$ cat src/rtl/sram_axi_bridge_pkg.sv
// ============================================================================
// Module      : sram_axi_bridge_pkg
// Description : Shared AXI constants and write-FSM state encodings for the bridge
// Revision    : 1.0 - initial release
// ============================================================================
`default_nettype none

package sram_axi_bridge_pkg;

    localparam logic [1:0] BURST_INCR = 2'b01;
    localparam int         INST_ID    = 0;
    localparam int         DATA_ID    = 1;

    typedef logic [1:0] wstate_t;
    localparam wstate_t W_IDLE = 2'd0;
    localparam wstate_t W_SEND = 2'd1;
    localparam wstate_t W_RESP = 2'd2;

endpackage

`default_nettype wire

$ cat src/rtl/sram_axi_bridge_rd_tracker.sv
// ============================================================================
// Module      : sram_axi_bridge_rd_tracker
// Description : Per-channel outstanding-read counter with registered data_ok/rdata
// Revision    : 1.0 - initial release
// ============================================================================
`default_nettype none

module sram_axi_bridge_rd_tracker #(
    parameter int DATA_W = 32,
    parameter int MAX_RD = 2
) (
    input  logic              clk,
    input  logic              rst,
    input  logic              i_acc,
    input  logic              i_hit,
    input  logic [DATA_W-1:0] i_rdata,
    output logic              o_can_acc,
    output logic              o_cnt_zero,
    output logic              o_data_ok,
    output logic [DATA_W-1:0] o_rdata
);

    localparam int CNT_W = $clog2(MAX_RD + 1);

    logic [CNT_W-1:0]  r_cnt;
    logic              r_data_ok;
    logic [DATA_W-1:0] r_rdata;

    always_ff @(posedge clk) begin
        if (rst) begin
            r_cnt     <= '0;
            r_data_ok <= 1'b0;
            r_rdata   <= '0;
        end else begin
            if (i_acc && !r_data_ok) begin
                r_cnt <= r_cnt + CNT_W'(1);
            end else if (!i_acc && r_data_ok) begin
                r_cnt <= r_cnt - CNT_W'(1);
            end
            r_data_ok <= i_hit;
            if (i_hit) begin
                r_rdata <= i_rdata;
            end
        end
    end

    // A slot freed by this cycle's data_ok can be reused in the same cycle.
    assign o_can_acc  = (r_cnt < CNT_W'(MAX_RD)) || r_data_ok;
    assign o_cnt_zero = (r_cnt == '0);
    assign o_data_ok  = r_data_ok;
    assign o_rdata    = r_rdata;

endmodule

`default_nettype wire

$ cat src/rtl/sram_axi_bridge.sv
// ============================================================================
// Module      : sram_axi_bridge
// Description : Merges inst/data SRAM-like masters onto a single AXI3 master port
// Revision    : 1.0 - initial release
// ============================================================================
`default_nettype none

module sram_axi_bridge
    import sram_axi_bridge_pkg::*;
#(
    parameter int ADDR_W = 32,
    parameter int DATA_W = 32,
    parameter int ID_W   = 4,
    parameter int MAX_RD = 2
) (
    input  logic                clk,
    input  logic                reset,

    input  logic                inst_sram_req,
    input  logic                inst_sram_wr,
    input  logic [1:0]          inst_sram_size,
    input  logic [ADDR_W-1:0]   inst_sram_addr,
    input  logic [3:0]          inst_sram_wstrb,
    input  logic [DATA_W-1:0]   inst_sram_wdata,
    output logic                inst_sram_addr_ok,
    output logic                inst_sram_data_ok,
    output logic [DATA_W-1:0]   inst_sram_rdata,

    input  logic                data_sram_req,
    input  logic                data_sram_wr,
    input  logic [1:0]          data_sram_size,
    input  logic [ADDR_W-1:0]   data_sram_addr,
    input  logic [DATA_W/8-1:0] data_sram_wstrb,
    input  logic [DATA_W-1:0]   data_sram_wdata,
    output logic                data_sram_addr_ok,
    output logic                data_sram_data_ok,
    output logic [DATA_W-1:0]   data_sram_rdata,

    output logic [ID_W-1:0]     arid,
    output logic [ADDR_W-1:0]   araddr,
    output logic [7:0]          arlen,
    output logic [2:0]          arsize,
    output logic [1:0]          arburst,
    output logic [1:0]          arlock,
    output logic [3:0]          arcache,
    output logic [2:0]          arprot,
    output logic                arvalid,
    input  logic                arready,

    input  logic [ID_W-1:0]     rid,
    input  logic [DATA_W-1:0]   rdata,
    input  logic [1:0]          rresp,
    input  logic                rlast,
    input  logic                rvalid,
    output logic                rready,

    output logic [ID_W-1:0]     awid,
    output logic [ADDR_W-1:0]   awaddr,
    output logic [7:0]          awlen,
    output logic [2:0]          awsize,
    output logic [1:0]          awburst,
    output logic [1:0]          awlock,
    output logic [3:0]          awcache,
    output logic [2:0]          awprot,
    output logic                awvalid,
    input  logic                awready,

    output logic [ID_W-1:0]     wid,
    output logic [DATA_W-1:0]   wdata,
    output logic [DATA_W/8-1:0] wstrb,
    output logic                wlast,
    output logic                wvalid,
    input  logic                wready,

    input  logic [ID_W-1:0]     bid,
    input  logic [1:0]          bresp,
    input  logic                bvalid,
    output logic                bready
);

    localparam logic [ID_W-1:0] c_inst_id = ID_W'(INST_ID);
    localparam logic [ID_W-1:0] c_data_id = ID_W'(DATA_ID);

    logic                r_ar_valid;
    logic [ID_W-1:0]     r_ar_id;
    logic [ADDR_W-1:0]   r_ar_addr;
    logic [2:0]          r_ar_size;

    logic                r_aw_valid;
    logic                r_w_valid;
    logic [ADDR_W-1:0]   r_aw_addr;
    logic [2:0]          r_aw_size;
    logic [DATA_W/8-1:0] r_w_strb;
    logic [DATA_W-1:0]   r_w_data;
    logic                r_wr_data_ok;

    wstate_t             r_wstate;
    wstate_t             w_wnext;
    logic                w_wr_idle;
    logic                w_b_hit;

    logic                w_ar_free;
    logic                w_inst_can;
    logic                w_data_can;
    logic                w_data_cnt_zero;
    logic                w_inst_cnt_zero;
    logic                w_inst_rd_acc;
    logic                w_data_rd_acc;
    logic                w_data_wr_acc;
    logic                w_data_rd_ok;
    logic [DATA_W-1:0]   w_data_rd_data;

    // Acceptance and arbitration: data reads outrank inst reads for the single AR slot.
    assign w_ar_free     = !r_ar_valid || arready;
    assign w_data_rd_acc = data_sram_req && !data_sram_wr && w_wr_idle && w_data_can && w_ar_free;
    assign w_inst_rd_acc = inst_sram_req && w_inst_can && w_ar_free && !w_data_rd_acc;
    assign w_data_wr_acc = data_sram_req && data_sram_wr && w_wr_idle && w_data_cnt_zero
                           && !(r_ar_valid && (r_ar_id == c_data_id));

    always_ff @(posedge clk) begin
        if (reset) begin
            r_ar_valid <= 1'b0;
            r_ar_id    <= '0;
            r_ar_addr  <= '0;
            r_ar_size  <= '0;
        end else if (w_data_rd_acc) begin
            r_ar_valid <= 1'b1;
            r_ar_id    <= c_data_id;
            r_ar_addr  <= data_sram_addr;
            r_ar_size  <= {1'b0, data_sram_size};
        end else if (w_inst_rd_acc) begin
            r_ar_valid <= 1'b1;
            r_ar_id    <= c_inst_id;
            r_ar_addr  <= inst_sram_addr;
            r_ar_size  <= {1'b0, inst_sram_size};
        end else if (arready) begin
            r_ar_valid <= 1'b0;
        end
    end

    sram_axi_bridge_rd_tracker #(
        .DATA_W (DATA_W),
        .MAX_RD (MAX_RD)
    ) u_inst_trk (
        .clk        (clk),
        .rst        (reset),
        .i_acc      (w_inst_rd_acc),
        .i_hit      (rvalid && (rid == c_inst_id)),
        .i_rdata    (rdata),
        .o_can_acc  (w_inst_can),
        .o_cnt_zero (w_inst_cnt_zero),
        .o_data_ok  (inst_sram_data_ok),
        .o_rdata    (inst_sram_rdata)
    );

    sram_axi_bridge_rd_tracker #(
        .DATA_W (DATA_W),
        .MAX_RD (MAX_RD)
    ) u_data_trk (
        .clk        (clk),
        .rst        (reset),
        .i_acc      (w_data_rd_acc),
        .i_hit      (rvalid && (rid == c_data_id)),
        .i_rdata    (rdata),
        .o_can_acc  (w_data_can),
        .o_cnt_zero (w_data_cnt_zero),
        .o_data_ok  (w_data_rd_ok),
        .o_rdata    (w_data_rd_data)
    );

    always_ff @(posedge clk) begin
        if (reset) begin
            r_wstate <= W_IDLE;
        end else begin
            r_wstate <= w_wnext;
        end
    end

    always_comb begin
        w_wnext = r_wstate;
        case (r_wstate)
            W_IDLE: if (w_data_wr_acc) w_wnext = W_SEND;
            W_SEND: if ((!r_aw_valid || awready) && (!r_w_valid || wready)) w_wnext = W_RESP;
            W_RESP: if (w_b_hit) w_wnext = W_IDLE;
            default: w_wnext = W_IDLE;
        endcase
    end

    always_comb begin
        w_wr_idle = (r_wstate == W_IDLE);
        w_b_hit   = (r_wstate == W_RESP) && bvalid && (bid == c_data_id);
    end

    always_ff @(posedge clk) begin
        if (reset) begin
            r_aw_valid   <= 1'b0;
            r_w_valid    <= 1'b0;
            r_aw_addr    <= '0;
            r_aw_size    <= '0;
            r_w_strb     <= '0;
            r_w_data     <= '0;
            r_wr_data_ok <= 1'b0;
        end else begin
            r_wr_data_ok <= w_b_hit;
            if (w_data_wr_acc) begin
                r_aw_valid <= 1'b1;
                r_w_valid  <= 1'b1;
                r_aw_addr  <= data_sram_addr;
                r_aw_size  <= {1'b0, data_sram_size};
                r_w_strb   <= data_sram_wstrb;
                r_w_data   <= data_sram_wdata;
            end else begin
                if (awready) r_aw_valid <= 1'b0;
                if (wready)  r_w_valid  <= 1'b0;
            end
        end
    end

    assign inst_sram_addr_ok = w_inst_rd_acc;
    assign data_sram_addr_ok = w_data_rd_acc || w_data_wr_acc;
    // Reads are blocked while a write is live, so the two pulses never overlap.
    assign data_sram_data_ok = w_data_rd_ok || r_wr_data_ok;
    assign data_sram_rdata   = w_data_rd_data;

    assign arid    = r_ar_id;
    assign araddr  = r_ar_addr;
    assign arlen   = 8'd0;
    assign arsize  = r_ar_size;
    assign arburst = BURST_INCR;
    assign arlock  = 2'd0;
    assign arcache = 4'd0;
    assign arprot  = 3'd0;
    assign arvalid = r_ar_valid;
    assign rready  = 1'b1;

    assign awid    = c_data_id;
    assign awaddr  = r_aw_addr;
    assign awlen   = 8'd0;
    assign awsize  = r_aw_size;
    assign awburst = BURST_INCR;
    assign awlock  = 2'd0;
    assign awcache = 4'd0;
    assign awprot  = 3'd0;
    assign awvalid = r_aw_valid;

    assign wid     = c_data_id;
    assign wdata   = r_w_data;
    assign wstrb   = r_w_strb;
    assign wlast   = 1'b1;
    assign wvalid  = r_w_valid;
    assign bready  = 1'b1;

    logic w_unused_ok;
    assign w_unused_ok = ^{inst_sram_wr, inst_sram_wstrb, inst_sram_wdata, rresp, rlast,
                           bresp, w_inst_cnt_zero};

endmodule

`default_nettype wire
$ cat config.mk
export PLATFORM = sky130hd
export DESIGN_NAME = sram_axi_bridge
export DESIGN_NICKNAME = d
export VERILOG_FILES = /design/src/rtl/sram_axi_bridge_pkg.sv /design/src/rtl/sram_axi_bridge_rd_tracker.sv /design/src/rtl/sram_axi_bridge.sv
export SDC_FILE = /design/constraint.sdc
export NUM_CORES = 1
export LEC_CHECK = 0
export BUFFER_PORTS_ARGS = -buffer_cell sky130_fd_sc_hd__buf_2
export CAP_MARGIN = 40
export CORE_AREA = 2 2 164 166
export DETAILED_ROUTE_END_ITERATION = 10
export DIE_AREA = 0 0 166 168
export PLACE_DENSITY_LB_ADDON = 0.08
export SETUP_SLACK_MARGIN = 0.5
export SKIP_LAST_GASP = 1
export SYNTH_ARGS = -nofsm -noshare
export SYNTH_HDL_FRONTEND = slang
export SYNTH_SLANG_ARGS = --single-unit
$ cat constraint.sdc
create_clock -name clk -period 2.5 [get_ports clk]
set_input_delay 0.25 -clock clk [delete_from_list [all_inputs] [get_ports clk]]
set_output_delay 0.25 -clock clk [all_outputs]
set_load 0.05 [all_outputs]
==> metrics.md, run 1 <==
| Metric | Value |
|---|---|
| Status | `finished clean` |
| Die X | `166 um` |
| #FFs+latches synth | `181` |
| # clock sinks | `181` |
| List of most frequent post-synthesis cells | `181 x dfxtp_1, 144 x nand2b_1, 90 x clkbuf_1, 70 x a21oi_1, 70 x mux2i_1` |
| Crit path max fanout | `3` |
| Max-Cap Viols | `0` |
| Sequential area share after synthesis | `0.430` |
| Vias in the first global route | `7192` |
| Ys async rst share | `0` |
| Final Slew Violations | `0` |
| Die area | `0.0279 mm^2` |
| First-pass GRT wire length | `42900 um` |
| Pin count of the biggest net entering global routing | `77` |
| CTS tree | `built` |
| CTS Hold Bufs | `0` |
| Power per cell area | `740 mW/mm^2` |
| Distinct cells, synth | `38` |
| Antenna violations before repair | `8` |
| Worst setup SP type | `flip-flop` |
| Yosys top cell area share | `0.430` |
| GPL Wtd Cong | `0.773` |
| Remaining global-route overflow | `0` |
| RSZ-0062 raised after global routing | `true` |
| Vias | `7716` |
| Via-per-instance ratio | `4.92` |
| Final Setup Violations | `0` |
| Detail Route Antenna Nets | `0` |
| Site Rows | `60` |
| Int Power | `5.09 mW` |
| Leading area contributor after synthesis | `dfxtp_1` |
| Worst EP arrival | `1.92 ns` |
| I/O pin cnt | `426` |
| CTS Buf Count | `17` |
| Clk slew on worst S/H paths | `0.09 ns` |
| CP Data Required Time | `2.25 ns` |
| Fmax achieved | `461 MHz` |
| Switch Pwr | `2.99 mW` |
| Detailed Routing Iterations Pass 1 | `4` |
| Final Skew | `0.0151 ns` |
| Die Span Y | `168 um` |
| Share of post-route cells with drive strength above 1 | `0.351` |
| HPWL after DPL | `18800 um` |
| Leakage power | `4.70 nW` |
| Setup TNS | `0 ns` |
| WS Path Type | `reg -> out` |
| Tmin final | `2.17 ns` |
| Worst Max-Slew Pin Slew | `0.797 ns` |
| Fin crit share | `0.868` |
| Clock latency on the worst-skew pair | `0.43 ns` |
| Post-synthesis to final-layout area growth | `29.7%` |
| Post-Synthesis Cells | `934` |
| Hold WC Path Type | `in -> reg` |
| Peak supply drop | `356 uV` |
| Seq pwr share | `0.391` |
| Final core utilization | `0.415` |
| Post-Route WL | `28100 um` |
| Switch share | `0.370` |
| Clock Power Share | `0.355` |
| Initial Utilization | `0.320` |
| Most frequent cell after synthesis | `dfxtp_1` |
| Main synth FF type | `dfxtp_1` |
| H-tree depth | `4` |
| Ranking of synthesized cells by area | `dfxtp_1 43%, nand2b_1 11%, mux2i_1 8.3%` |
| Post-Syn Area | `0.00843 mm^2` |
| Post-synth EDFFs | `0` |
| Filler cells | `2743` |
| CTS root buf | `clkbuf_16` |
| Hold Vio Cnt, Final | `0` |
| Clock tree buffer depth | `2` |
| Combinational share of power | `0.254` |
| Nets | `1407` |
| Mean cell area of the mapped netlist | `9.02 um^2` |
| Worst setup EP type | `output port` |
| # DRC | `0` |
| Synthesis Warnings | `0` |
| Core area | `0.0264 mm^2` |
| Slew headroom | `0.469` |
| Iteration-0 DRC count of the detailed router | `411` |
| Total track usage | `0.192` |
| Post-DR wirelength/cell | `17.9 um` |
| IO buf count | `329` |
==> path summary, 6_finish.rpt <==
path	end	cells after the start	startpoint	slack [ns]
max	inst_sram_addr_ok	5	r_wstate[0]$_SDFFE_PP0P_	0.33
min	u_data_trk.o_rdata[15]$_SDFFE_PP0P_	3	rdata[15]	0.06
max reg2reg	u_inst_trk.r_cnt[1]$_SDFFE_PP0P_	8	r_wstate[0]$_SDFFE_PP0P_	0.36
min reg2reg	wdata[16]$_SDFFE_PP0P_	2	wdata[16]$_SDFFE_PP0P_	0.47
==> worst max-delay path: stages, from the launching register on <==
cell and delay (ns):
dfxtp_2 0.32, or4b_4 0.52, or3_4 0.37, inv_4 0.08, nor2_4 0.04, buf_8 0.15
==> logic make-up (layout without fill, tap and decap cells) <==
family	after synthesis	in the layout	share of synthesized area
simple gates	303	303	0.215
compound gates	209	209	0.163
flops	181	181	0.430
buf+inv	163	399	0.101
mux	70	70	0.0832
xor+xnor	4	4	0.00416
fa+ha+maj	2	2	0.00297
other cells	2	60	0.000891
==> sequential cells by signal (all words and copies together), names as in the netlist, 2 cells and up <==
name                count
araddr                 32
awaddr                 32
u_data_trk.o_rdata     32
u_inst_trk.o_rdata     32
wdata                  32
wstrb                   4
arsize                  2
awsize                  2
r_wstate                2
u_data_trk.r_cnt        2
u_inst_trk.r_cnt        2
==> metal layers <==
layer	vias to the layer above	GRT usage	wire (um)
li1	3796	-	-
met1	3626	0.256	12600
met2	262	0.294	12700
met3	28	0.0691	2250
met4	4	0.0556	449
met5	-	0	21
==> per-stage QoR <==
stage / hold slack [ns] / setup WS [ns] / std cells / power (mW) / area, um^2
3_3_place_gp: 0.456 / 0.293 / 1528 / 5.27 / 10200
3_5_place_dp: 0.458 / 0.278 / 1528 / 5.27 / 10200
4_1_cts: 0.0415 / 0.304 / 1562 / 8.20 / 10900
5_1_grt: 0.0533 / 0.279 / 1567 / 8.42 / 10900
2_1_floorplan: 0.393 / 0.0284 / 986 / 4.77 / 8660
6_report: 0.0629 / 0.330 / 1569 / 8.08 / 10900
==> cell usage in the layout, fill, tap and decap left out, drive strengths merged, types with 2 or more instances in the layout <==
cell,Yosys,routed
a21oi,70,70
a311oi,34,34
buf,67,361
clkbuf,90,17
clkinv,1,9
conb,2,54
dfxtp,181,181
diode,0,6
ha,2,2
inv,5,11
mux2i,70,70
nand2,2,2
nand2b,144,144
nand3,66,66
nand4,35,35
nor2,5,5
nor2b,4,4
nor3,2,2
nor4,34,34
nor4b,2,2
o21ai,66,66
o31ai,35,35
or3,3,3
or4b,2,2
xor2,4,4
==> layout make-up <==
type	instances	area, um^2	share of cell area
tap	341	427	0.0391
timing repair buffer	361	1970	0.180
sequential	181	3630	0.332
clock inverter	15	208	0.0190
clock buffer	17	425	0.0389
inverter	6	25.0	0.00229
antenna	6	15.0	0.00137
multi-input combinational	642	4230	0.387
==> power groups by stage <==
stage,Combinational (mW),Sequential (mW),Clock [mW]
detailed placement,2.04,3.23,0
floorplan,0.951,3.82,0
global route,2.17,3.19,3.06
CTS,2.06,3.16,2.97
global placement,2.04,3.23,0
finish,2.05,3.16,2.87
==> what timing repair did <==
action / 4_1_cts / 5_1_grt
gates cloned: 0 / 0
setup buffers: 2 / 1
endpoints found under the setup margin: 4 / 5
pin swaps: 1 / 0
resized for setup: 8 / 1
Note: power is estimated with default switching activity, not from simulation.
==> inputs of run 2 (changes only) <==
--- a/config.mk
+++ b/config.mk
@@ -7,9 +7,9 @@
 export LEC_CHECK = 0
 export BUFFER_PORTS_ARGS = -buffer_cell sky130_fd_sc_hd__buf_2
 export CAP_MARGIN = 40
-export CORE_AREA = 2 2 164 166
+export CORE_AREA = 2 2 168 170
 export DETAILED_ROUTE_END_ITERATION = 10
-export DIE_AREA = 0 0 166 168
+export DIE_AREA = 0 0 170 172
 export PLACE_DENSITY_LB_ADDON = 0.08
 export SETUP_SLACK_MARGIN = 0.5
 export SKIP_LAST_GASP = 1
==> run 2 against run 1 <==
First-iteration DRC count decreased by 13%. Wire length up 1.8%. Clock skew increased by 0.0026 ns. Register-to-register slack about the same. Count of clock-buffer cells in the layout grew 3. Final cell count down 0.13%. Die area rose by 4.8%. Total power is 2.5% lower. Via count increased by 0.39%. Clock power shrank 7.3%. Global-route usage decreased by 0.46 points. Largest cell class unchanged.
==> metrics.md, run 2 (same netlist as run 1, synthesis figures left out) <==
| Metric | Value |
|---|---|
| Status | `finished clean` |
| Slew headroom | `0.463 (-0.00576)` |
| GPL Wtd Cong | `0.754 (-2.4%)` |
| Area occupied by multi-input gates | `0.00422 mm^2 (-0.18%)` |
| I/O pin cnt | `426 (unchanged)` |
| Setup TNS | `0 ns (unchanged)` |
| Die X | `170 um (+2.4%)` |
| Initial Utilization | `0.307 (-0.0131)` |
| Most frequent cells in the layout | `326 x buf_2, 177 x dfxtp_1, 142 x nand2b_1` |
| Worst R2R Setup Slack | `0.37 ns (about the same)` |
| Nets | `1402 (-0.36%)` |
| Post-DR wirelength/cell | `18.3 um (+1.9%)` |
| Filler cells | `2915 (+6.3%)` |
| Share of post-route cells with drive strength above 1 | `0.348 (-0.00349)` |
| Power per cell area | `728 mW/mm^2 (-1.6%)` |
| Post-synthesis to final-layout area growth | `28.5%` |
| RSZ-0062 raised after global routing | `true` |
| Cells after DPL | `1526 (-0.13%)` |
| Remaining global-route overflow | `0 (unchanged)` |
| Site Rows | `61 (+1.7%)` |
| Worst hold margin | `0.0636 ns (+0.000689 ns)` |
| Clk slew on worst S/H paths | `0.08 ns (about the same)` |
| H-tree depth | `4 (unchanged)` |
| Vias in the first global route | `7350 (+2.2%)` |
| Final Skew | `0.0177 ns (+0.00256 ns)` |
| Crit path max fanout | `3 (unchanged)` |
| Hold Path Cell Cnt | `3 (unchanged)` |
| HPWL after DPL | `19200 um (+1.9%)` |
| Iteration-0 DRC count of the detailed router | `359 (-13%)` |
| Final Slew Violations | `0 (unchanged)` |
| Fin cells | `1567 (-0.13%)` |
| IO buf count | `329 (unchanged)` |
| Register-to-Register Path Depth | `8 (unchanged)` |
| # DRC | `0 (unchanged)` |
| Die Span Y | `172 um (+2.4%)` |
| Detailed Routing Iterations Pass 1 | `4 (unchanged)` |
| Post-Route WL | `28600 um (+1.8%)` |
| Peak supply drop | `322 uV (-9.6%)` |
| Vias | `7746 (+0.39%)` |
| Final core utilization | `0.394 (-0.0207)` |
| RR Startpoint | `r_wstate[0]$_SDFFE_PP0P_` |
| Max-Cap Viols | `0 (unchanged)` |
| Clock latency on the worst-skew pair | `0.43 ns (about the same)` |
| Antenna violations before repair | `6 (-2)` |
| Commonest non-fill, non-tap cell in the layout | `buf_2` |
| Clock tree buffer depth | `2 (unchanged)` |
| Core area | `0.0275 mm^2 (+4.3%)` |
| Worst setup SP type | `flip-flop` |
| Leakage power | `4.63 nW (-1.4%)` |
| Worst Max-Slew Pin Slew | `0.805 ns (+0.00865 ns)` |
| Die area | `0.0292 mm^2 (+4.8%)` |
| Hold WC Path Type | `in -> reg` |
| Fmax achieved | `460 MHz (about the same)` |
| Detail Route Antenna Nets | `0 (unchanged)` |
| Worst EP arrival | `1.92 ns (about the same)` |
| Final Setup Violations | `0 (unchanged)` |
| Fin crit share | `0.869 (about the same)` |
| CTS root buf | `clkbuf_16` |
| Reg-to-reg critical path endpoint | `u_inst_trk.r_cnt[1]$_SDFFE_PP0P_` |
| Tmin final | `2.17 ns (+0.00204 ns)` |
| Endpoint, Worst Hold | `u_data_trk.o_rdata[24]$_SDFFE_PP0P_` |
| CTS tree | `built` |
| CP Data Required Time | `2.25 ns (about the same)` |
| Register area | `0.00363 mm^2 (unchanged)` |
| CTS Buf Count | `17 (unchanged)` |
| Total track usage | `0.188 (-0.00460)` |
| # clock sinks | `181 (unchanged)` |
| First-pass GRT wire length | `42800 um (-0.23%)` |
| WS Path Type | `reg -> out` |
| HP Start | `rdata[24]` |
| Pin count of the biggest net entering global routing | `76 (-1.3%)` |
| Hold Vio Cnt, Final | `0 (unchanged)` |
| Tot Pwr | `7.88 mW (-2.5%)` |
| Via-per-instance ratio | `4.94 (+0.52%)` |
| Worst setup EP type | `output port` |
==> run 2: changes by cell type in the layout (fill, tap and decap cells not counted), moves of 2 or more <==
cell and delta:
buf_4 -6, clkinv_8 -6, nand2b_1 -2, nand2b_2 +2
inv_8 +2, clkinvlp_4 +3, inv_6 -2, diode_2 -2
clkbuf_1 +2
==> run 2: report_power, final <==
group,total [mW],switching (mW),internal (mW),leakage [nW]
Combinational,2.05,1.49,0.559,2.89
Sequential,3.17,0.103,3.07,1.48
Clock,2.66,1.31,1.34,0.266
Total,7.88,2.91,4.97,4.63
==> run 2: area by class of cell <==
cell class | count | area share
Multi-Input combinational cell | 642 | 0.390
Clock buffer | 20 | 0.0413
Clock inverter | 12 | 0.0108
Tap cell | 346 | 0.0400
Antenna cell | 4 | 0.000925
Sequential cell | 181 | 0.335
Inverter | 6 | 0.00231
Timing Repair Buffer | 356 | 0.180
==> run 2: stage by stage <==
step,area (um^2),worst slack (ns)
global route,10800,0.263
floorplan,8660,0.0284
global placement,10200,0.313
CTS,10800,0.299
detailed placement,10200,0.317
finish,10800,0.328
==> run 2: worst max-delay path by stage <==
stage / to / from / cells after the start
CTS: data_sram_addr_ok / r_wstate[0]$_SDFFE_PP0P_ / 4
finish: inst_sram_addr_ok / r_wstate[0]$_SDFFE_PP0P_ / 5
global placement: u_inst_trk.r_cnt[1]$_SDFFE_PP0P_ / data_sram_wr / 9
detailed placement: u_data_trk.r_cnt[1]$_SDFFE_PP0P_ / data_sram_wr / 7
floorplan: u_inst_trk.r_cnt[1]$_SDFFE_PP0P_ / r_wstate[0]$_SDFFE_PP0P_ / 11
global route: data_sram_addr_ok / r_wstate[0]$_SDFFE_PP0P_ / 4
==> run 2: per-layer routing <==
metal | GRT usage | wire [um] | up-vias
li1 | - | - | 3782
met1 | 0.248 | 12700 | 3640
met2 | 0.288 | 12800 | 281
met3 | 0.0657 | 2490 | 37
met4 | 0.0602 | 540 | 6
met5 | 0 | 44 | -
==> run 2: repair_timing <==
| action | 4_1_cts | 5_1_grt |
|---|---|---|
| resized for setup | 6 | 2 |
| buffers inserted | 1 | 4 |
| setup endpoints to repair | 4 | 13 |
| hold buffers | 0 | 0 |
| pin swaps | 0 | 1 |
| hold endpoints to repair | 0 | 0 |
==> run 2: critical path, cell delays in order, from the launching register on <==
cell	delay [ns]
dfxtp_2	0.33
or4b_4	0.51
or3_4	0.37
inv_4	0.08
nor2_4	0.04
buf_8	0.15
==> inputs of run 3 (changes only) <==
--- a/config.mk
+++ b/config.mk
@@ -10,7 +10,7 @@
 export CORE_AREA = 2 2 168 170
 export DETAILED_ROUTE_END_ITERATION = 10
 export DIE_AREA = 0 0 170 172
-export PLACE_DENSITY_LB_ADDON = 0.08
+export PLACE_DENSITY_LB_ADDON = 0.15
 export SETUP_SLACK_MARGIN = 0.5
 export SKIP_LAST_GASP = 1
 export SYNTH_ARGS = -nofsm -noshare
==> run 3 against run 2 <==
Count of clock-buffer cells in the layout shrank 1. Global-route usage fell by 0.43 points. Flip-flop and latch count is the same. Cell area up 1.4%. Clock power up 7%. Combinational power grew 2%. Non-clock buffer count unchanged.
==> metrics.md, run 3 (same netlist as run 1, synthesis figures left out) <==
| Metric | Value |
|---|---|
| Hold WC Path Type | `in -> reg` |
| Tot Pwr | `8.11 mW (+2.9%)` |
| Met1 WL | `12200 um (-4.1%)` |
| Post-DR wirelength/cell | `18.2 um (-0.40%)` |
| Worst path cell trace | `or4b_4, or3_4, buf_16, nand2_4, buf_8` |
| I/O pin cnt | `426 (unchanged)` |
| Vias in the first global route | `7347 (-0.041%)` |
| Fmax achieved | `444 MHz (-3.5%)` |
| HPWL after DPL | `18700 um (-2.4%)` |
| Final Setup Violations | `0 (unchanged)` |
| Nets | `1402 (unchanged)` |
| Area occupied by multi-input gates | `0.00428 mm^2 (+1.6%)` |
| WS Path Type | `reg -> out` |
| Antenna violations before repair | `5 (-1)` |
| Die area | `0.0292 mm^2 (unchanged)` |
| Final core utilization | `0.400 (+0.00569)` |
| # clock sinks | `181 (unchanged)` |
| Worst Max-Slew Pin Slew | `0.792 ns (-0.0128 ns)` |
| Fin area | `0.0110 mm^2 (+1.4%)` |
| Total track usage | `0.184 (-0.00433)` |
| Worst R2R Setup Slack | `0.37 ns (about the same)` |
| Top routing layer in use | `met5` |
| Site Rows | `61 (unchanged)` |
| Commonest non-fill, non-tap cell in the layout | `buf_2` |
| Setup TNS | `0 ns (unchanged)` |
| Worst EP arrival | `2.00 ns (+0.08 ns)` |
| Peak supply drop | `357 uV (+11%)` |
| Slowest cell on the critical path | `or4b_4` |
| Hold Path Cell Cnt | `3 (unchanged)` |
| Remaining global-route overflow | `0 (unchanged)` |
| CP Data Required Time | `2.25 ns (about the same)` |
| Endpoint, Worst Hold | `wdata[30]$_SDFFE_PP0P_` |
| Status | `finished clean` |
| Worst setup EP type | `output port` |
| IO buf count | `329 (unchanged)` |
| Top delay family on crit path | `simple AND/OR/NAND/NOR gates` |
| Worst setup SP type | `flip-flop` |
| HP Start | `data_sram_wdata[30]` |
| Detail Route Antenna Nets | `0 (unchanged)` |
| Fin crit share | `0.900 (+0.0315)` |
| RSZ-0062 raised after global routing | `true` |
| Vias | `7769 (+0.30%)` |
| RR Startpoint | `r_wstate[0]$_SDFFE_PP0P_` |
| Reg-to-reg critical path endpoint | `u_inst_trk.r_cnt[1]$_SDFFE_PP0P_` |
| Post-Route WL | `28500 um (-0.46%)` |
| Slew headroom | `0.472 (+0.00854)` |
| Initial Utilization | `0.307 (unchanged)` |
| Final Skew | `0.0158 ns (-0.00184 ns)` |
| First-pass GRT wire length | `41900 um (-2.0%)` |
| Tmin final | `2.25 ns (+0.0787 ns)` |
| Critical Path Max Stage Delay | `0.52 ns (about the same)` |
| Most frequent cells in the layout | `326 x buf_2, 177 x dfxtp_1, 142 x nand2b_1` |
| Crit path max fanout | `3 (unchanged)` |
| Die X | `170 um (unchanged)` |
| Met3 wire length | `2640 um (+6.2%)` |
| Register area | `0.00363 mm^2 (unchanged)` |
| Clock tree buffer depth | `2 (unchanged)` |
| CTS Hold Bufs | `0 (unchanged)` |
| Core area | `0.0275 mm^2 (unchanged)` |
| H-tree depth | `4 (unchanged)` |
| Worst path bufs/invs | `2 (unchanged)` |
| Max-Cap Viols | `0 (unchanged)` |
| Detailed Routing Iterations Pass 1 | `6 (+2)` |
| Clock latency on the worst-skew pair | `0.44 ns (about the same)` |
| CTS tree | `built` |
| Post-Place Cell Area | `0.0102 mm^2 (unchanged)` |
| Pin count of the biggest net entering global routing | `78 (+2.6%)` |
| Die Span Y | `172 um (unchanged)` |
| Register-to-Register Path Depth | `8 (unchanged)` |
| Leakage power | `4.69 nW (+1.4%)` |
| # DRC | `0 (unchanged)` |
| Post-synthesis to final-layout area growth | `30.3%` |
| Final Slew Violations | `0 (unchanged)` |
| Filler cells | `2877 (-1.3%)` |
| Clk slew on worst S/H paths | `0.08 ns (about the same)` |
| Share of post-route cells with drive strength above 1 | `0.357 (+0.00904)` |
| Met2 wire len | `12900 um (+0.67%)` |
| Iteration-0 DRC count of the detailed router | `485 (+35%)` |
| Power per cell area | `738 mW/mm^2 (+1.4%)` |
| CTS root buf | `clkbuf_16` |
| GPL Wtd Cong | `0.751 (-0.38%)` |
| Hold Vio Cnt, Final | `0 (unchanged)` |
| CTS Buf Count | `17 (unchanged)` |
| Via-per-instance ratio | `4.96 (+0.36%)` |
[run 3: cell count changes in the layout (fill, tap and decap cells not counted), sizes merged]
cell      change
diode         -1
clkinv        +2
bufinv        +1
clkinvlp      -3
inv           +1
clkbuf        -1
[run 3: cell type report]
class | count | area share
inverters | 6 | 0.00228
repair buffers | 356 | 0.182
flip-flops and latches | 181 | 0.330
clock buffers | 19 | 0.0412
well taps | 346 | 0.0394
multi-input cells | 642 | 0.390
diodes | 3 | 0.000684
clock inverters | 13 | 0.0141
[run 3: what timing repair did]
item,in CTS,in global routing
gates cloned,1,0
gates resized for setup,17,8
setup endpoints to repair,40,27
pin swaps,3,4
setup buffers,4,0
[run 3: tightest hold or removal path, stage by stage]
cell	delay (ns)
buf_2	0.09
nand2b_1	0.06
mux2i_1	0.06
[run 3: worst max-delay path by stage]
stage / startpoint / endpoint / slack, ns / cells after the start
2_1_floorplan: r_wstate[0]$_SDFFE_PP0P_ / u_inst_trk.r_cnt[1]$_SDFFE_PP0P_ / 0.03 / 11
3_3_place_gp: data_sram_wr / data_sram_addr_ok / 0.11 / 6
3_5_place_dp: data_sram_wr / data_sram_addr_ok / 0.11 / 6
4_1_cts: r_wstate[0]$_SDFFE_PP0P_ / data_sram_addr_ok / 0.15 / 5
5_1_grt: r_wstate[0]$_SDFFE_PP0P_ / data_sram_addr_ok / 0.20 / 5
6_report: r_wstate[0]$_SDFFE_PP0P_ / data_sram_addr_ok / 0.25 / 5
[run 3: power breakdown]
group / internal [mW] / switching (mW) / leakage, nW / total (mW)
registers: 3.07 / 0.0998 / 1.48 / 3.17
clock network: 1.48 / 1.36 / 0.299 / 2.84
logic: 0.589 / 1.51 / 2.92 / 2.10
[run 3: routing by layer]
metal / vias up / GRT usage
met5: - / 0
li1: 3782 / -
met3: 35 / 0.0636
met4: 2 / 0.0743
met2: 298 / 0.296
met1: 3652 / 0.224
[run 3: per-stage QoR]
| stage | setup slack, ns | cells | hold slack, ns |
|---|---|---|---|
| 6_report | 0.249 | 1566 | 0.0614 |
| 5_1_grt | 0.199 | 1565 | 0.0571 |
| 4_1_cts | 0.149 | 1563 | 0.0438 |
| 3_5_place_dp | 0.109 | 1526 | 0.458 |
| 3_3_place_gp | 0.111 | 1526 | 0.456 |
| 2_1_floorplan | 0.0284 | 986 | 0.393 |
